<file path="config.mk">
export PLATFORM = sky130hd
export DESIGN_NAME = m62_rom_dl_sched_flat
export DESIGN_NICKNAME = d
export VERILOG_FILES = /design/src/rtl/m62_dl_pkg.sv /design/src/rtl/m62_rom_dl_sched_if.sv /design/src/rtl/m62_reset_stretch.sv /design/src/rtl/m62_rom_dl_sched.sv /design/src/flat_wrapper.sv
export SDC_FILE = /design/constraint.sdc
export NUM_CORES = 1
export LEC_CHECK = 0
export BUFFER_PORTS_ARGS = -buffer_cell sky130_fd_sc_hd__buf_2
export CAP_MARGIN = 20
export CORE_MARGIN = 4
export CORE_UTILIZATION = 41
export DETAILED_ROUTE_END_ITERATION = 8
export PLACE_DENSITY = 0.72
export SLEW_MARGIN = 5
export SYNTH_ARGS = -nofsm -noshare
export SYNTH_HDL_FRONTEND = slang
export SYNTH_SLANG_ARGS = --single-unit
</file>
<file path="constraint.sdc">
create_clock -name clk_sys -period 2.57 [get_ports clk_sys]
set_clock_uncertainty 0.2 [all_clocks]
set_input_delay 0.3855 -clock clk_sys [delete_from_list [all_inputs] [get_ports clk_sys]]
set_output_delay 0.3855 -clock clk_sys [all_outputs]
set_load 0.05 [all_outputs]
</file>
<file path="src/rtl/m62_dl_pkg.sv">
// Shared constants, FSM state type and SDRAM port address helper for the
// M62 ROM download scheduler.
package m62_dl_pkg;

  localparam logic [24:0] SND_BASE   = 25'h0020000;
  localparam logic [24:0] SND_END    = 25'h0030000;
  localparam logic [24:0] SP_BASE    = 25'h0030000;
  localparam logic [24:0] PROM_BASE  = 25'h00A0000;
  localparam logic [24:0] PROM_END   = 25'h00A0920;
  localparam logic [15:0] RST_CYCLES = 16'hFFFF;
  localparam logic [7:0]  ACK_TMO    = 8'd255;

  typedef enum logic [1:0] {
    IDLE  = 2'd0,
    ISSUE = 2'd1,
    WAIT  = 2'd2
  } state_e;

  typedef struct packed {
    logic [22:0] a;
    logic [1:0]  ds;
  } port_addr_t;

  // 16-bit SDRAM word address plus byte lanes selecting the addressed byte.
  function automatic port_addr_t port_addr(input logic [23:0] off);
    port_addr_t p;
    p.a  = off[23:1];
    p.ds = {off[0], ~off[0]};
    return p;
  endfunction

endpackage

</file>
<file path="src/rtl/m62_rom_dl_sched_if.sv">
// Download-side bus: ioctl byte stream in, SDRAM ports, sound dpram and
// PROM loader strobes out.
interface m62_rom_dl_sched_if;

  logic        dl_active;
  logic        dl_wr;
  logic [24:0] dl_addr;
  logic [7:0]  dl_data;
  logic        dl_wait;

  logic        p1_req;
  logic        p1_ack;
  logic [22:0] p1_a;
  logic [1:0]  p1_ds;
  logic [15:0] p1_d;

  logic        p2_req;
  logic        p2_ack;
  logic [22:0] p2_a;
  logic [1:0]  p2_ds;
  logic [15:0] p2_d;

  logic        snd_we;
  logic [15:0] snd_addr;
  logic [7:0]  snd_d;

  logic        prom_we;
  logic [11:0] prom_addr;
  logic [7:0]  prom_d;

  // Scheduler side.
  modport master (
    input  dl_active, dl_wr, dl_addr, dl_data, p1_ack, p2_ack,
    output dl_wait,
    output p1_req, p1_a, p1_ds, p1_d,
    output p2_req, p2_a, p2_ds, p2_d,
    output snd_we, snd_addr, snd_d,
    output prom_we, prom_addr, prom_d
  );

  // HPS / memory side.
  modport slave (
    output dl_active, dl_wr, dl_addr, dl_data, p1_ack, p2_ack,
    input  dl_wait,
    input  p1_req, p1_a, p1_ds, p1_d,
    input  p2_req, p2_a, p2_ds, p2_d,
    input  snd_we, snd_addr, snd_d,
    input  prom_we, prom_addr, prom_d
  );

endinterface

</file>
<file path="src/rtl/m62_reset_stretch.sv">
// Tracks completion of the first ROM download and holds the core in reset
// for RST_CYCLES after it (or after any user reset).
module m62_reset_stretch
  import m62_dl_pkg::*;
(
  input  logic clk_sys,
  input  logic reset_n,
  input  logic dl_active,
  input  logic user_rst,
  input  logic fsm_idle,
  output logic rom_loaded,
  output logic core_reset
);

  logic        dl_seen_q, dl_seen_d;
  logic        rom_loaded_q, rom_loaded_d;
  logic [15:0] cnt_q, cnt_d;
  logic        core_reset_q, core_reset_d;

  always_comb begin
    dl_seen_d    = dl_seen_q | dl_active;
    rom_loaded_d = rom_loaded_q | (dl_seen_q & ~dl_active & fsm_idle);
    if (user_rst | ~rom_loaded_q | dl_active) begin
      cnt_d = RST_CYCLES;
    end else if (cnt_q != 16'd0) begin
      cnt_d = cnt_q - 16'd1;
    end else begin
      cnt_d = cnt_q;
    end
    // Looking at the next count lets core_reset drop on the same edge the counter empties.
    core_reset_d = (cnt_d != 16'd0);
  end

  always_ff @(posedge clk_sys or negedge reset_n) begin
    if (!reset_n) begin
      dl_seen_q    <= 1'b0;
      rom_loaded_q <= 1'b0;
      cnt_q        <= RST_CYCLES;
      core_reset_q <= 1'b1;
    end else begin
      dl_seen_q    <= dl_seen_d;
      rom_loaded_q <= rom_loaded_d;
      cnt_q        <= cnt_d;
      core_reset_q <= core_reset_d;
    end
  end

  assign rom_loaded = rom_loaded_q;
  assign core_reset = core_reset_q;

endmodule

</file>
<file path="src/rtl/m62_rom_dl_sched.sv">
// Steers each ioctl download byte to SDRAM port1/port2, sound dpram or the
// PROM loader, and holds off the HPS until both SDRAM acks return.
//   state | meaning
//   IDLE  | waiting for a dl_wr rising edge; address/data latched on the event
//   ISSUE | one cycle: toggle requests, fire dpram/PROM strobes
//   WAIT  | waiting for port acks, bounded by the ack timeout
module m62_rom_dl_sched
  import m62_dl_pkg::*;
(
  input  logic                 clk_sys,
  input  logic                 reset_n,
  input  logic                 user_rst,
  m62_rom_dl_sched_if.master   bus,
  output logic                 rom_loaded,
  output logic                 core_reset,
  output logic                 dl_err
);

  state_e      state_q, state_d;
  logic        dl_wr_q;
  logic        wr_evt;
  logic        acks_done;
  logic [7:0]  tmo_q, tmo_d;
  logic        err_q, err_d;

  logic        hit_sp_q, hit_sp_d;
  logic        hit_snd_q, hit_snd_d;
  logic        hit_prom_q, hit_prom_d;
  port_addr_t  p1_pa_q, p1_pa_d;
  port_addr_t  p2_pa_q, p2_pa_d;
  logic [7:0]  byte_q, byte_d;
  logic [15:0] snd_addr_q, snd_addr_d;
  logic [11:0] prom_addr_q, prom_addr_d;
  logic        p1_req_q, p1_req_d;
  logic        p2_req_q, p2_req_d;
  logic        p1_ack_q, p2_ack_q;
  logic        snd_we_q, snd_we_d;
  logic        prom_we_q, prom_we_d;

  assign wr_evt    = bus.dl_wr & ~dl_wr_q & bus.dl_active;
  assign acks_done = (p1_ack_q == p1_req_q) && (!hit_sp_q || (p2_ack_q == p2_req_q));

  always_ff @(posedge clk_sys or negedge reset_n) begin
    if (!reset_n) begin
      state_q <= IDLE;
      tmo_q   <= 8'd0;
      err_q   <= 1'b0;
    end else begin
      state_q <= state_d;
      tmo_q   <= tmo_d;
      err_q   <= err_d;
    end
  end

  always_comb begin
    state_d = state_q;
    tmo_d   = tmo_q;
    err_d   = err_q;
    case (state_q)
      IDLE: begin
        if (wr_evt) state_d = ISSUE;
      end
      ISSUE: begin
        state_d = WAIT;
        tmo_d   = ACK_TMO;
      end
      WAIT: begin
        if (acks_done) begin
          state_d = IDLE;
        end else if (tmo_q == 8'd0) begin
          // Requests are left toggled; a late ack simply realigns the levels.
          err_d   = 1'b1;
          state_d = IDLE;
        end else begin
          tmo_d = tmo_q - 8'd1;
        end
      end
      default: state_d = IDLE;
    endcase
    if (wr_evt && (state_q != IDLE)) err_d = 1'b1;
  end

  always_comb begin
    hit_sp_d    = hit_sp_q;
    hit_snd_d   = hit_snd_q;
    hit_prom_d  = hit_prom_q;
    p1_pa_d     = p1_pa_q;
    p2_pa_d     = p2_pa_q;
    byte_d      = byte_q;
    snd_addr_d  = snd_addr_q;
    prom_addr_d = prom_addr_q;
    p1_req_d    = p1_req_q;
    p2_req_d    = p2_req_q;
    snd_we_d    = 1'b0;
    prom_we_d   = 1'b0;
    if ((state_q == IDLE) && wr_evt) begin
      hit_sp_d    = (bus.dl_addr >= SP_BASE);
      hit_snd_d   = (bus.dl_addr >= SND_BASE) && (bus.dl_addr < SND_END);
      hit_prom_d  = (bus.dl_addr >= PROM_BASE) && (bus.dl_addr < PROM_END);
      p1_pa_d     = port_addr(bus.dl_addr[23:0]);
      p2_pa_d     = port_addr(bus.dl_addr[23:0] - SP_BASE[23:0]);
      byte_d      = bus.dl_data;
      snd_addr_d  = bus.dl_addr[15:0] - SND_BASE[15:0];
      prom_addr_d = bus.dl_addr[11:0] - PROM_BASE[11:0];
    end
    if (state_q == ISSUE) begin
      p1_req_d  = ~p1_req_q;
      if (hit_sp_q) p2_req_d = ~p2_req_q;
      snd_we_d  = hit_snd_q;
      prom_we_d = hit_prom_q;
    end
  end

  always_ff @(posedge clk_sys or negedge reset_n) begin
    if (!reset_n) begin
      dl_wr_q     <= 1'b0;
      hit_sp_q    <= 1'b0;
      hit_snd_q   <= 1'b0;
      hit_prom_q  <= 1'b0;
      p1_pa_q     <= '0;
      p2_pa_q     <= '0;
      byte_q      <= 8'd0;
      snd_addr_q  <= 16'd0;
      prom_addr_q <= 12'd0;
      p1_req_q    <= 1'b0;
      p2_req_q    <= 1'b0;
      p1_ack_q    <= 1'b0;
      p2_ack_q    <= 1'b0;
      snd_we_q    <= 1'b0;
      prom_we_q   <= 1'b0;
    end else begin
      dl_wr_q     <= bus.dl_wr;
      hit_sp_q    <= hit_sp_d;
      hit_snd_q   <= hit_snd_d;
      hit_prom_q  <= hit_prom_d;
      p1_pa_q     <= p1_pa_d;
      p2_pa_q     <= p2_pa_d;
      byte_q      <= byte_d;
      snd_addr_q  <= snd_addr_d;
      prom_addr_q <= prom_addr_d;
      p1_req_q    <= p1_req_d;
      p2_req_q    <= p2_req_d;
      p1_ack_q    <= bus.p1_ack;
      p2_ack_q    <= bus.p2_ack;
      snd_we_q    <= snd_we_d;
      prom_we_q   <= prom_we_d;
    end
  end

  assign bus.dl_wait   = (state_q != IDLE);
  assign bus.p1_req    = p1_req_q;
  assign bus.p1_a      = p1_pa_q.a;
  assign bus.p1_ds     = p1_pa_q.ds;
  assign bus.p1_d      = {byte_q, byte_q};
  assign bus.p2_req    = p2_req_q;
  assign bus.p2_a      = p2_pa_q.a;
  assign bus.p2_ds     = p2_pa_q.ds;
  assign bus.p2_d      = {byte_q, byte_q};
  assign bus.snd_we    = snd_we_q;
  assign bus.snd_addr  = snd_addr_q;
  assign bus.snd_d     = byte_q;
  assign bus.prom_we   = prom_we_q;
  assign bus.prom_addr = prom_addr_q;
  assign bus.prom_d    = byte_q;
  assign dl_err        = err_q;

  m62_reset_stretch u_reset_stretch (
    .clk_sys    (clk_sys),
    .reset_n    (reset_n),
    .dl_active  (bus.dl_active),
    .user_rst   (user_rst),
    .fsm_idle   (state_q == IDLE),
    .rom_loaded (rom_loaded),
    .core_reset (core_reset)
  );

endmodule

</file>
<file path="src/flat_wrapper.sv">
// flat-port wrapper written by rule: the top's interface ports become plain ports
module m62_rom_dl_sched_flat import m62_dl_pkg::*;
  (clk_sys, reset_n, user_rst, rom_loaded, core_reset, dl_err, bus_dl_active, bus_dl_wr, bus_dl_addr, bus_dl_data, bus_p1_ack, bus_p2_ack, bus_dl_wait, bus_p1_req, bus_p1_a, bus_p1_ds, bus_p1_d, bus_p2_req, bus_p2_a, bus_p2_ds, bus_p2_d, bus_snd_we, bus_snd_addr, bus_snd_d, bus_prom_we, bus_prom_addr, bus_prom_d);
  m62_rom_dl_sched_if bus_i ();
  input  logic clk_sys;
  input  logic reset_n;
  input  logic user_rst;
  output logic rom_loaded;
  output logic core_reset;
  output logic dl_err;
  input wire logic [$bits(bus_i.dl_active)-1:0] bus_dl_active;
  input wire logic [$bits(bus_i.dl_wr)-1:0] bus_dl_wr;
  input wire logic [$bits(bus_i.dl_addr)-1:0] bus_dl_addr;
  input wire logic [$bits(bus_i.dl_data)-1:0] bus_dl_data;
  input wire logic [$bits(bus_i.p1_ack)-1:0] bus_p1_ack;
  input wire logic [$bits(bus_i.p2_ack)-1:0] bus_p2_ack;
  output wire logic [$bits(bus_i.dl_wait)-1:0] bus_dl_wait;
  output wire logic [$bits(bus_i.p1_req)-1:0] bus_p1_req;
  output wire logic [$bits(bus_i.p1_a)-1:0] bus_p1_a;
  output wire logic [$bits(bus_i.p1_ds)-1:0] bus_p1_ds;
  output wire logic [$bits(bus_i.p1_d)-1:0] bus_p1_d;
  output wire logic [$bits(bus_i.p2_req)-1:0] bus_p2_req;
  output wire logic [$bits(bus_i.p2_a)-1:0] bus_p2_a;
  output wire logic [$bits(bus_i.p2_ds)-1:0] bus_p2_ds;
  output wire logic [$bits(bus_i.p2_d)-1:0] bus_p2_d;
  output wire logic [$bits(bus_i.snd_we)-1:0] bus_snd_we;
  output wire logic [$bits(bus_i.snd_addr)-1:0] bus_snd_addr;
  output wire logic [$bits(bus_i.snd_d)-1:0] bus_snd_d;
  output wire logic [$bits(bus_i.prom_we)-1:0] bus_prom_we;
  output wire logic [$bits(bus_i.prom_addr)-1:0] bus_prom_addr;
  output wire logic [$bits(bus_i.prom_d)-1:0] bus_prom_d;
  assign bus_i.dl_active = bus_dl_active;
  assign bus_i.dl_wr = bus_dl_wr;
  assign bus_i.dl_addr = bus_dl_addr;
  assign bus_i.dl_data = bus_dl_data;
  assign bus_i.p1_ack = bus_p1_ack;
  assign bus_i.p2_ack = bus_p2_ack;
  assign bus_dl_wait = bus_i.dl_wait;
  assign bus_p1_req = bus_i.p1_req;
  assign bus_p1_a = bus_i.p1_a;
  assign bus_p1_ds = bus_i.p1_ds;
  assign bus_p1_d = bus_i.p1_d;
  assign bus_p2_req = bus_i.p2_req;
  assign bus_p2_a = bus_i.p2_a;
  assign bus_p2_ds = bus_i.p2_ds;
  assign bus_p2_d = bus_i.p2_d;
  assign bus_snd_we = bus_i.snd_we;
  assign bus_snd_addr = bus_i.snd_addr;
  assign bus_snd_d = bus_i.snd_d;
  assign bus_prom_we = bus_i.prom_we;
  assign bus_prom_addr = bus_i.prom_addr;
  assign bus_prom_d = bus_i.prom_d;
  m62_rom_dl_sched u_core (.clk_sys(clk_sys), .reset_n(reset_n), .user_rst(user_rst), .bus(bus_i), .rom_loaded(rom_loaded), .core_reset(core_reset), .dl_err(dl_err));
endmodule
</file>
**Yosys cells after proc, flatten, opt, wreduce, memory -nomap -nowiden**

Cells that the tools add are included.
Widths: inputs -> output; s select.

- Bits in registers: 126
- Logic and storage cells: 90
- Output and inout port bits: 134
- Memories kept: 0
- Bits in read-only memories: 0
- RAM bits: 0
- Bits in latches: 0

- Divide/modulo/power cells: 0
- Reductions and logical operators: 19
- Multiply operators: 0
- Muxes and demuxes: 15
- $lt $le $gt $ge: 5
- Add/sub/neg operators: 3
- Eq/ne operators: 9
- Bitwise operators: 15
- Shift-type cells: 0

Operator list:

| operator | count |
|---|---|
| $ge 25x18->1 const B | 2 |
| $mux 16 | 2 |
| $reduce_bool 16->1 | 2 |
| $ge 25x20->1 const B | 1 |
| $lt 25x18->1 const B | 1 |
| $lt 25x20->1 const B | 1 |
| $sub 24x18->24 const B | 1 |
| $mux 8 | 2 |
| $pmux 8 s2 | 1 |
| $sub 16x1->16 const B | 1 |
| $logic_not 8->1 | 1 |
| $reduce_bool 2->1 | 4 |
| $sub 8x1->8 const B | 1 |
| $not 1->1 | 7 |
| $mux 1 | 6 |
| $mux 2 | 3 |
| $ne 2x2->1 const B | 3 |
| $pmux 2 s3 | 1 |
| $reduce_and 3->1 | 2 |
| $logic_and 1x1->1 | 5 |
| $and 1x1->1 | 4 |
| $or 1x1->1 | 4 |
| $reduce_and 2->1 | 2 |
| $ne 3x1->1 const B | 1 |
| other kinds (7) | 8 |

**Depth between registers and ports, before layout**

Gate-level depths: netlist (run 1).

- Depth after elaboration: 6
- Mapped depth: 9
- Gate-level depth less buffers: 8

**Cells and area by module**

From an unflattened synthesis (run 1), not the netlist that was laid out.

- Cell total of the unflattened synthesis: 500
- Area total of the unflattened synthesis: 4568.1 µm²

Modules (own cells, without submodules):

| module | instances | area each (µm²) | cells an instance |
|---|---|---|---|
| m62_rom_dl_sched | 1 | 3274.4 | 363 |
| m62_reset_stretch | 1 | 1293.7 | 137 |

**Worst setup path before layout (run 1)**

No wires, ideal clock.

- Path type: register to register
- From: register u_core.u_reset_stretch.cnt_q[2]
- To: register u_core.u_reset_stretch.cnt_q[13]
- Clock period less this slack: 2765 ps
- Stages on the path, launching flop included: 8
- Required time: 2270 ps
- Arrival: 2465 ps
- Library setup time: 100 ps
- Path slack: -195 ps
- Cells stage by stage: dfstp_2 buf_6 or4_4 buf_6 or4_4 nor3_2 xor2_1 or4b_2

- Cells in the longest elaborated chain, start to end: 3
- Elaborated cells on any way between the ends: 4
- Classes of those cells: add/sub (1); mux (2); reduce/logical (1)

Ends and longest elaborated chain:

| element | RTL line | source |
|---|---|---|
| start, declared | m62_reset_stretch.sv:17 | `logic [15:0] cnt_q, cnt_d;` |
| start signal, assigned | m62_reset_stretch.sv:43 | `cnt_q <= cnt_d;` |
| $sub 16x1->16 / $reduce_bool 16->1 (equally long branches) | m62_reset_stretch.sv:26, m62_reset_stretch.sv:25 |  |
| $mux 16 * | m62_reset_stretch.sv:25 | `end else if (cnt_q != 16'd0) begin` |
| $mux 16 * | m62_reset_stretch.sv:23 | `if (user_rst \| ~rom_loaded_q \| dl_active) begin` |
| named net u_core.u_reset_stretch.cnt_d[13] | m62_reset_stretch.sv:17 |  |

Mark *: on every way through the listed nets, which the timed path passes. The rest lies on a longest branch.
A chain may end at the register's enable or synchronous reset.

**Worst setup path after layout (run 1)**

- From: register u_core.u_reset_stretch.cnt_q[3]
- To: register u_core.u_reset_stretch.cnt_q[13]

The elaborated chain is that of the path after synthesis.

==> metrics.txt, run 1 <==
Slew @ Worst Pin 573 ps; met1 usage 0.184; Post-synth EDFFs 0; global route hottest layer met2; GR Util met3 0.0474; syn_area_per_cell approximately 11 µm²; most frequent cells in the layout buf_2, dfrtp_1, mux2_2; post-CTS setup buffers 0; Placer Congestion about 0.81; CP max FO 8; initial antenna violation count 0; Unique masters post-synth 51; critical path class register to register; Starting Density 0.425; PortBufs approximately 170; first-pass GRT wire length 16.4 mm; multi-input logic area 0.00171 mm²; CTS Buffer Depth 2; Tightest Hold Check Type primary input to register; most common cell after layout, fill and taps aside buf_2; vias in the first global route 3373; DIE AREA 0.0126 mm²; Fillers 1004; Final min period 2500 ps; Syn Std Cell Area 0.00445 mm²; status completed; R2R depth 5; Rel. slew slack 0.613; largest net degree at the start of global routing 50; num rows 37; gr usage total 0.159; Hold Crit Depth 2; CP most frequent cell or4_4; dpl hpwl 7.68 mm; Core Area between 0.01 and 0.015 mm²; Cells after Synth 423; ys flop type dfrtp_1; yosys warns 0; Critical Path RT 2640 ps; RR Endpoint u_core.u_reset_stretch.cnt_q[13]$_DFF_PN1_; Layout Nets roughly 570; die width 112 µm; Clock transition at path regs 90 ps; final hold violations 0; CP cell instances or4_4, or4_4, nor3_2, xor2_1, or4b_4; fmax 400 MHz; antenna cells 0; Max Slew Vio Count 0; GR Util met2 0.284; layout cell share with drive strength beyond 1 0.507; CP Launch Point u_core.u_reset_stretch.cnt_q[3]$_DFF_PN1_; TritonCTS clock tree done; clk_lat worst skew 340 ps; post-route cell area 0.00519 mm²; syn nets 472; WL final 10.1 mm; fraction of registers with async set/reset 1.00; Placed Area about 0.005 mm²; hold_ws about 63 ps; DR vias about 3300; Hold EP u_core.bus.prom_d[6]$_DFFE_PN0P_; final setup violation count 0; IO Count approximately 170; DRT iter0 DRCs 144; DRC errors left 0; worst setup margin 67.0 ps; R2R Path Start u_core.u_reset_stretch.cnt_q[3]$_DFF_PN1_; dpl ws -9.33 ps; post-DR wirelength/cell 15.2 µm; setup TNS 0 ps; Seq cells post-synth 81; GR Overflow Total 0; total CTS buffers 9; register area roughly 0.0020 mm²; Hold Path Origin bus_dl_data[6]; WP data arrival ~2600 ps; reg2reg setup slack 70 ps; CP startpoint kind register; register area share after synthesis 0.461; Die H 112 µm; Routed Antenna Nets 0; clock root buffer clkbuf_8; Vias per Instance 4.95; crit share post-route 0.974; H-tree levels 3; Slowest Stage Delay on Critical Path 580 ps; Worst Setup End Kind register; first-pass iteration count of the detailed router 4; Slowest-stage cell, CP or4_4; Clock Sinks 81; Max-cap violations 0; area grow syn2layout 16.7%
## synth_stat cells, types with 2 or more instances
master     n  area (µm²)
or2_2      3        18.8
nand3b_1   4        30.0
and2_1     5        31.3
clkbuf_1  11        41.3
nand4_1    7        43.8
nor2_1    17        63.8
nor4_1     7        43.8
xnor2_1    6        52.6
inv_1     10        37.5
nand2_1   25        93.8
a31oi_1    3        18.8
nand3_1    9        45.0
nor3_1    13        65.1
buf_6      2        22.5
o21ai_0   24         120
nor3b_1    2        15.0
o311ai_0   2        17.5
or4b_2     2        20.0
o211a_1    2        20.0
nand2b_1   5        31.3
dfrtp_1   64        1600
buf_4     85         638
o31ai_1    4        30.0
xor2_1    10        87.6
o211ai_1   2        15.0
or3_1      4        25.0
mux2_2    34         383
nor4b_1    2        17.5
dfstp_2   17         447
a21oi_1    8        40.0
or4_1      5        37.5
ha_1       9         113
or4_4      2        22.5
## worst max-delay path, delay by kind of cell (launching register included)
kind	cells	cell delay [ps]
xor gates and xnor gates	1	130
DFF	1	430
and+or+nand+nor	4	1670
## metrics by stage
stage,cells,util
global placement,643,0.467
finish,663,0.496
CTS,663,0.492
floorplan,423,-
global route,663,0.496
detailed placement,643,0.467
## repair_timing
item                                    in CTS  in global routing
endpoints found under the hold margin       27                  0
resized for setup                            1                  7
cloned                                       0                  0
pin swaps                                    0                  3
hold buffers                                 4                  0
endpoints found under the setup margin       2                  1
## cells by family after synthesis
family	Yosys count	synth area share
AOI/OAI and AO/OA	55	0.0780
xor gates and xnor gates	16	0.0315
adders and majority gates	9	0.0253
buffers and inverters	108	0.166
DFF	81	0.461
muxes	35	0.0884
and+or+nand+nor	119	0.150
## area by class of cell
class / count / share of cell area
Clock buffer: 10 / 0.0246
Sequential cell: 81 / 0.395
Tap cell: 136 / 0.0328
Clock inverter: 6 / 0.0176
Multi-Input combinational cell: 234 / 0.330
Inverter: 10 / 0.00724
Timing Repair Buffer: 186 / 0.193
## metal layers
layer  wire length [µm]  up-vias  part of all wire
met1               3950     1573              0.39
met5                  0        -                 0
met2               5370      111              0.53
li1                   -     1593                 -
met4                 55        0            0.0055
met3                697        6             0.069
## state kept, by name, indices dropped and copies added (netlist names)
register and cells:
u_core.bus.p1_req 1, u_core.bus.p2_req 1, u_core.bus.prom_addr 11, u_core.bus.p1_a 8
u_core.hit_sp_q 1, u_core.hit_snd_q 1, u_core.p2_ack_q 1, u_core.state_q 2
u_core.bus.p2_a 9, u_core.u_reset_stretch.cnt_q 16, u_core.u_reset_stretch.core_reset 1, u_core.hit_prom_q 1
u_core.dl_wr_q 1, u_core.bus.prom_we 1, u_core.u_reset_stretch.rom_loaded 1, u_core.u_reset_stretch.dl_seen_q 1
u_core.bus.p2_ds 1, u_core.bus.snd_we 1, u_core.bus.prom_d 8, u_core.bus.snd_addr 4
u_core.dl_err 1, u_core.p1_ack_q 1, u_core.tmo_q 8
## worst max path at each step
stage | slack (ps) | depth (start not counted) | end
floorplan | 50 | 7 | u_core.bus.prom_d[5]$_DFFE_PN0P_
global placement | 40 | 7 | u_core.u_reset_stretch.cnt_q[12]$_DFF_PN1_
detailed placement | -9 | 8 | u_core.u_reset_stretch.core_reset$_DFF_PN1_
CTS | 10 | 8 | u_core.u_reset_stretch.core_reset$_DFF_PN1_
global route | -5 | 8 | u_core.u_reset_stretch.core_reset$_DFF_PN1_
finish | 70 | 5 | u_core.u_reset_stretch.cnt_q[13]$_DFF_PN1_
Power of run 1 is left out: the tool's default activity adds up to more than one toggle a clock period on the data nets, which glitch-free logic cannot reach.
==> run 2: changes to the inputs <==
--- a/config.mk
+++ b/config.mk
@@ -10,7 +10,7 @@
 export CORE_MARGIN = 4
 export CORE_UTILIZATION = 41
 export DETAILED_ROUTE_END_ITERATION = 8
-export PLACE_DENSITY = 0.72
+export PLACE_DENSITY = 0.69
 export SLEW_MARGIN = 5
 export SYNTH_ARGS = -nofsm -noshare
 export SYNTH_HDL_FRONTEND = slang
==> constraint.sdc (replaced) <==
create_clock -name clk_sys -period 2.58 [get_ports clk_sys]
set_clock_uncertainty 0.2 [all_clocks]
set_input_delay 0.387 -clock clk_sys [delete_from_list [all_inputs] [get_ports clk_sys]]
set_output_delay 0.387 -clock clk_sys [all_outputs]
set_load 0.05 [all_outputs]
==> run 2 against run 1 <==
- via count about the same
- clock-buffer cell count did not move
- flip-flop and latch count is the same
- hold slack lost 1.9 ps
- sequential share of layout area hardly changed
- critical path depth rose by 3
- non-clock buffer count up 1
- highest routed layer unchanged
- die area is the same
- first-iteration DRC count fell by 21%
- critical path type unchanged
- wire length fell by 1.2%
==> metrics.txt, run 2 (synthesis results as in run 1) <==
Placed Area 0.00489 mm²; total CTS buffers 9; max FFs per register 16; CP startpoint kind register; CTS Buffer Depth 2; most frequent cells in the layout buf_2, dfrtp_1, mux2_2; CP max FO 7; num rows 37; R2R depth 8; CP Launch Point u_core.u_reset_stretch.cnt_q[0]$_DFF_PN1_; critical path class register to register; Hold Path Origin bus_dl_data[5]; Placer Congestion 0.809; WL final 9.96 mm; layout cell share with drive strength beyond 1 0.509; die width 112 µm; Clock transition at path regs around 90 ps; post-route cell area about 0.0052 mm²; CP cell instances inv_1, ha_1, or3b_4, or4_1, and4_1, o2111ai_2, nor4_2, nand4_1; Tightest Hold Check Type primary input to register; status completed; fmax 401 MHz; DRC errors left 0; Max Slew Vio Count 0; Die H roughly 110 µm; gr usage total 0.157; Slew @ Worst Pin approximately 600 ps; GR Overflow Total 0; antenna cells 0; first-pass iteration count of the detailed router 4; Rel. slew slack 0.597; Slowest-stage cell, CP or4_1; DIE AREA 0.0126 mm²; Hold Crit Depth 2; area grow syn2layout 16.7%; Slowest Stage Delay on Critical Path 480 ps; most common cell after layout, fill and taps aside buf_2; H-tree levels 3; worst path bufs/invs 1; clock root buffer clkbuf_8; Clock Sinks a little over 80; DRT iter0 DRCs around 110; dpl hpwl 7.68 mm; crit share post-route 0.968; Max-cap violations 0; final core occ 0.496; Layout Nets between 500 and 600; IO Count 174; first-pass GRT wire length 16.3 mm; PortBufs 173; Stages on worst setup path 8; Core Area approximately 0.010 mm²; final setup violation count 0; hold_ws around 61 ps; vias in the first global route 3392; TritonCTS clock tree done; Critical Path RT 2670 ps; CP top delay family simple AND/OR/NAND/NOR gates; clk_lat worst skew approximately 350 ps; initial antenna violation count 0; post-CTS setup buffers 0; Fillers 1003; R2R Path Start u_core.u_reset_stretch.cnt_q[0]$_DFF_PN1_; largest reg by FF count u_core.u_reset_stretch.cnt_q; final hold violations 0; largest net degree at the start of global routing 50; Final min period 2500 ps; Vias per Instance about 5; Worst Setup End Kind register; DR vias 3282; WP data arrival between 2000 and 3000 ps; post-DR wirelength/cell 15.0 µm; Routed Antenna Nets 0; Starting Density 0.425
[run 2: changes by cell type in the layout (fill, tap and decap cells not counted)]
cell,delta
nor3b_1,-1
clkbuf_8,+1
clkinv_4,-2
nor3b_2,+1
buf_4,+1
ha_2,-1
bufinv_16,-1
inv_6,+3
ha_1,+1
clkbuf_1,-1
[run 2: per-layer routing]
layer / part of all wire / GRT usage / up-vias
met5: 0 / 0 / -
met4: 0.0090 / 0.0401 / 0
met2: 0.52 / 0.279 / 124
met1: 0.41 / 0.189 / 1554
met3: 0.066 / 0.0426 / 10
li1: - / - / 1594
[run 2: stage by stage]
stage                     setup slack (ps)  TNS [ps]  cells
after floorplan                       56.2         0    423
after global placement                58.0         0    644
after detailed placement              1.12         0    644
after CTS                             2.47         0    664
after global routing                 -11.0     -11.0    664
final                                 83.8         0    664
[run 2: timing repair]
item / 4_1_cts / 5_1_grt
hold buffers: 4 / 0
resized for setup: 1 / 7
pin swaps: 0 / 3
hold endpoints to repair: 27 / 0
setup endpoints to repair: 2 / 1
[run 2: worst reg2reg max path, delay by kind of cell, from the launching register on]
family | cells | cell delay [ps]
buffers and inverters | 1 | 90
adders and majority gates | 1 | 220
DFF | 1 | 400
and+or+nand+nor | 5 | 1320
AOI/OAI and AO/OA | 1 | 210
[run 2: path summary, 6_finish.rpt]
| kind | slack [ps] | end |
|---|---|---|
| setup reg to reg | 80 | u_core.u_reset_stretch.core_reset$_DFF_PN1_ |
| min in group asynchronous | 320 | u_core.bus.prom_d[5]$_DFFE_PN0P_ |
| max in group asynchronous | 1220 | u_core.u_reset_stretch.cnt_q[0]$_DFF_PN1_ |
| hold / removal | 60 | u_core.bus.prom_d[5]$_DFFE_PN0P_ |
| setup / recovery | 80 | u_core.u_reset_stretch.core_reset$_DFF_PN1_ |
| hold reg to reg | 280 | u_core.u_reset_stretch.dl_seen_q$_DFF_PN0_ |
[run 2: cell type report]
type,instances,area (µm²),area share
multi-input cells,234,1710,0.331
well taps,136,170,0.0328
clock inverters,6,70.1,0.0135
flip-flops and latches,81,2050,0.395
clock buffers,10,138,0.0265
inverters,10,37.5,0.00724
repair buffers,187,1010,0.194
Power of run 2 is left out for the same reason.
==> run 3: changes to the inputs <==
--- a/config.mk
+++ b/config.mk
@@ -8,9 +8,9 @@
 export BUFFER_PORTS_ARGS = -buffer_cell sky130_fd_sc_hd__buf_2
 export CAP_MARGIN = 20
 export CORE_MARGIN = 4
-export CORE_UTILIZATION = 41
+export CORE_UTILIZATION = 49
 export DETAILED_ROUTE_END_ITERATION = 8
-export PLACE_DENSITY = 0.69
+export PLACE_DENSITY = 0.8
 export SLEW_MARGIN = 5
 export SYNTH_ARGS = -nofsm -noshare
 export SYNTH_HDL_FRONTEND = slang
==> run 3 against run 2 <==
- critical path depth shrank 3
- die area shrank 15%
- register-to-register slack lost 40 ps
- core utilization grew 9.3 points
- non-clock buffer count grew 1
- highest routed layer unchanged
==> metrics.txt, run 3 (synthesis results as in run 1) <==
first-pass iteration count of the detailed router 4; DR vias around 3300; Final min period 2540 ps; Rel. slew slack 0.602; register area a little over 0.002 mm²; Placer Congestion ~0.90; Die H 103 µm; WL final 10.1 mm; final setup violation count 0; antenna cells 0; CP cell instances or4_4, or4_4, nor3_2, xor2_1, or4b_4; crit share post-route 0.983; Tightest Hold Check Type primary input to register; dpl hpwl around 7.7 mm; Clock transition at path regs ~100 ps; CP top delay family simple AND/OR/NAND/NOR gates; CP most frequent cell or4_4; final hold violations 0; clk_lat worst skew around 360 ps; Starting Density 0.507; Fillers 757; WP data arrival 2610 ps; Clock Sinks 81; first-pass GRT wire length 15.9 mm; most common cell after layout, fill and taps aside buf_2; Critical Path RT 2650 ps; PortBufs 173; num rows 34; dpl ws -108 ps; CTS Buffer Depth 2; status completed; wire length on met2 5.19 mm; final core occ 0.588; DRC errors left 0; fmax between 300 and 400 MHz; Worst Setup End Kind register; Core Area 0.00876 mm²; Layout Nets 573; most frequent cells in the layout buf_2, dfrtp_1, mux2_2; Max Slew Vio Count 0; TritonCTS clock tree done; total CTS buffers 9; die width about 100 µm; initial antenna violation count 0; H-tree levels 3; Slowest Stage Delay on Critical Path 550 ps; post-CTS setup buffers 0; clock root buffer clkbuf_8; Routed Antenna Nets 0; post-DR wirelength/cell ~16 µm; worst setup margin 44.2 ps; Slew @ Worst Pin 589 ps; highest layer used for signal routing met4; largest net degree at the start of global routing 50; multi-input logic area 0.00173 mm²; Max-cap violations 0; RSZ-0062 raised after global routing yes; CP startpoint kind register; metal3 WL 642 µm; gr usage total 0.191; area grow syn2layout 16.0%; Placed Cells incl. Taps 617; largest reg by FF count u_core.u_reset_stretch.cnt_q; worst path bufs/invs 0; max FFs per register 16; vias in the first global route 3367; layout cell share with drive strength beyond 1 0.512; Slowest-stage cell, CP or4_4; critical path class register to register; Vias per Instance approximately 5.2; CP max FO 10; Metal-1 WL just over 4 mm; DIE AREA about 0.011 mm²; DRT iter0 DRCs 98; Post-Layout Cell Count 637; GR Overflow Total 0; IO Count 174
==> run 3: cell types whose count changed in the layout (fill, tap and decap cells not counted), sizes merged <==
cell    delta
buf        +1
clkbuf     -1
inv        +1
==> run 3: metrics by stage <==
step	setup TNS (ps)	hold WS, ps	cell area [µm²]
global route	-2.94	33.2	5150
global placement	0	164	4850
finish	0	52.1	5150
detailed placement	-219	180	4850
floorplan	0	-109	4460
CTS	0	38.0	5100
==> run 3: area by class of cell <==
class / instances / area share
timing repair buffer: 188 / 0.195
multi-input combinational: 234 / 0.335
clock buffer: 9 / 0.0240
tap: 108 / 0.0262
inverter: 10 / 0.00728
sequential: 81 / 0.397
clock inverter: 7 / 0.0158
==> run 3: worst reg2reg max path, delay by kind of cell, from the launching register on <==
kind	cells	cell delay [ps]
flops	1	430
simple gates	4	1700
xor+xnor	1	130
==> run 3: routing by layer <==
| metal | vias to the layer above | GRT usage |
|---|---|---|
| li1 | 1587 | - |
| met1 | 1604 | 0.228 |
| met2 | 111 | 0.333 |
| met3 | 16 | 0.0557 |
| met4 | 0 | 0.0608 |
| met5 | - | 0 |
==> run 3: final timing paths <==
check / from / to / slack, ps / cells after the start
max in group asynchronous: reset_n / u_core.u_reset_stretch.cnt_q[3]$_DFF_PN1_ / 1190 / 3
worst max register to register: u_core.u_reset_stretch.cnt_q[7]$_DFF_PN1_ / u_core.u_reset_stretch.cnt_q[13]$_DFF_PN1_ / 40 / 5
min in group asynchronous: reset_n / u_core.bus.p1_a[19]$_DFFE_PN0P_ / 330 / 2
worst max-delay path: u_core.u_reset_stretch.cnt_q[7]$_DFF_PN1_ / u_core.u_reset_stretch.cnt_q[13]$_DFF_PN1_ / 40 / 5
worst min register to register: u_core.u_reset_stretch.dl_seen_q$_DFF_PN0_ / u_core.u_reset_stretch.dl_seen_q$_DFF_PN0_ / 270 / 1
worst min-delay path: bus_dl_data[1] / u_core.bus.prom_d[1]$_DFFE_PN0P_ / 50 / 2
==> run 3: repair_timing <==
action | in CTS | in global routing
hold buffers | 4 | 0
pin swaps | 0 | 3
endpoints found under the hold margin | 23 | 0
resized for setup | 1 | 9
setup endpoints to repair | 3 | 3
Power of run 3 is left out for the same reason.
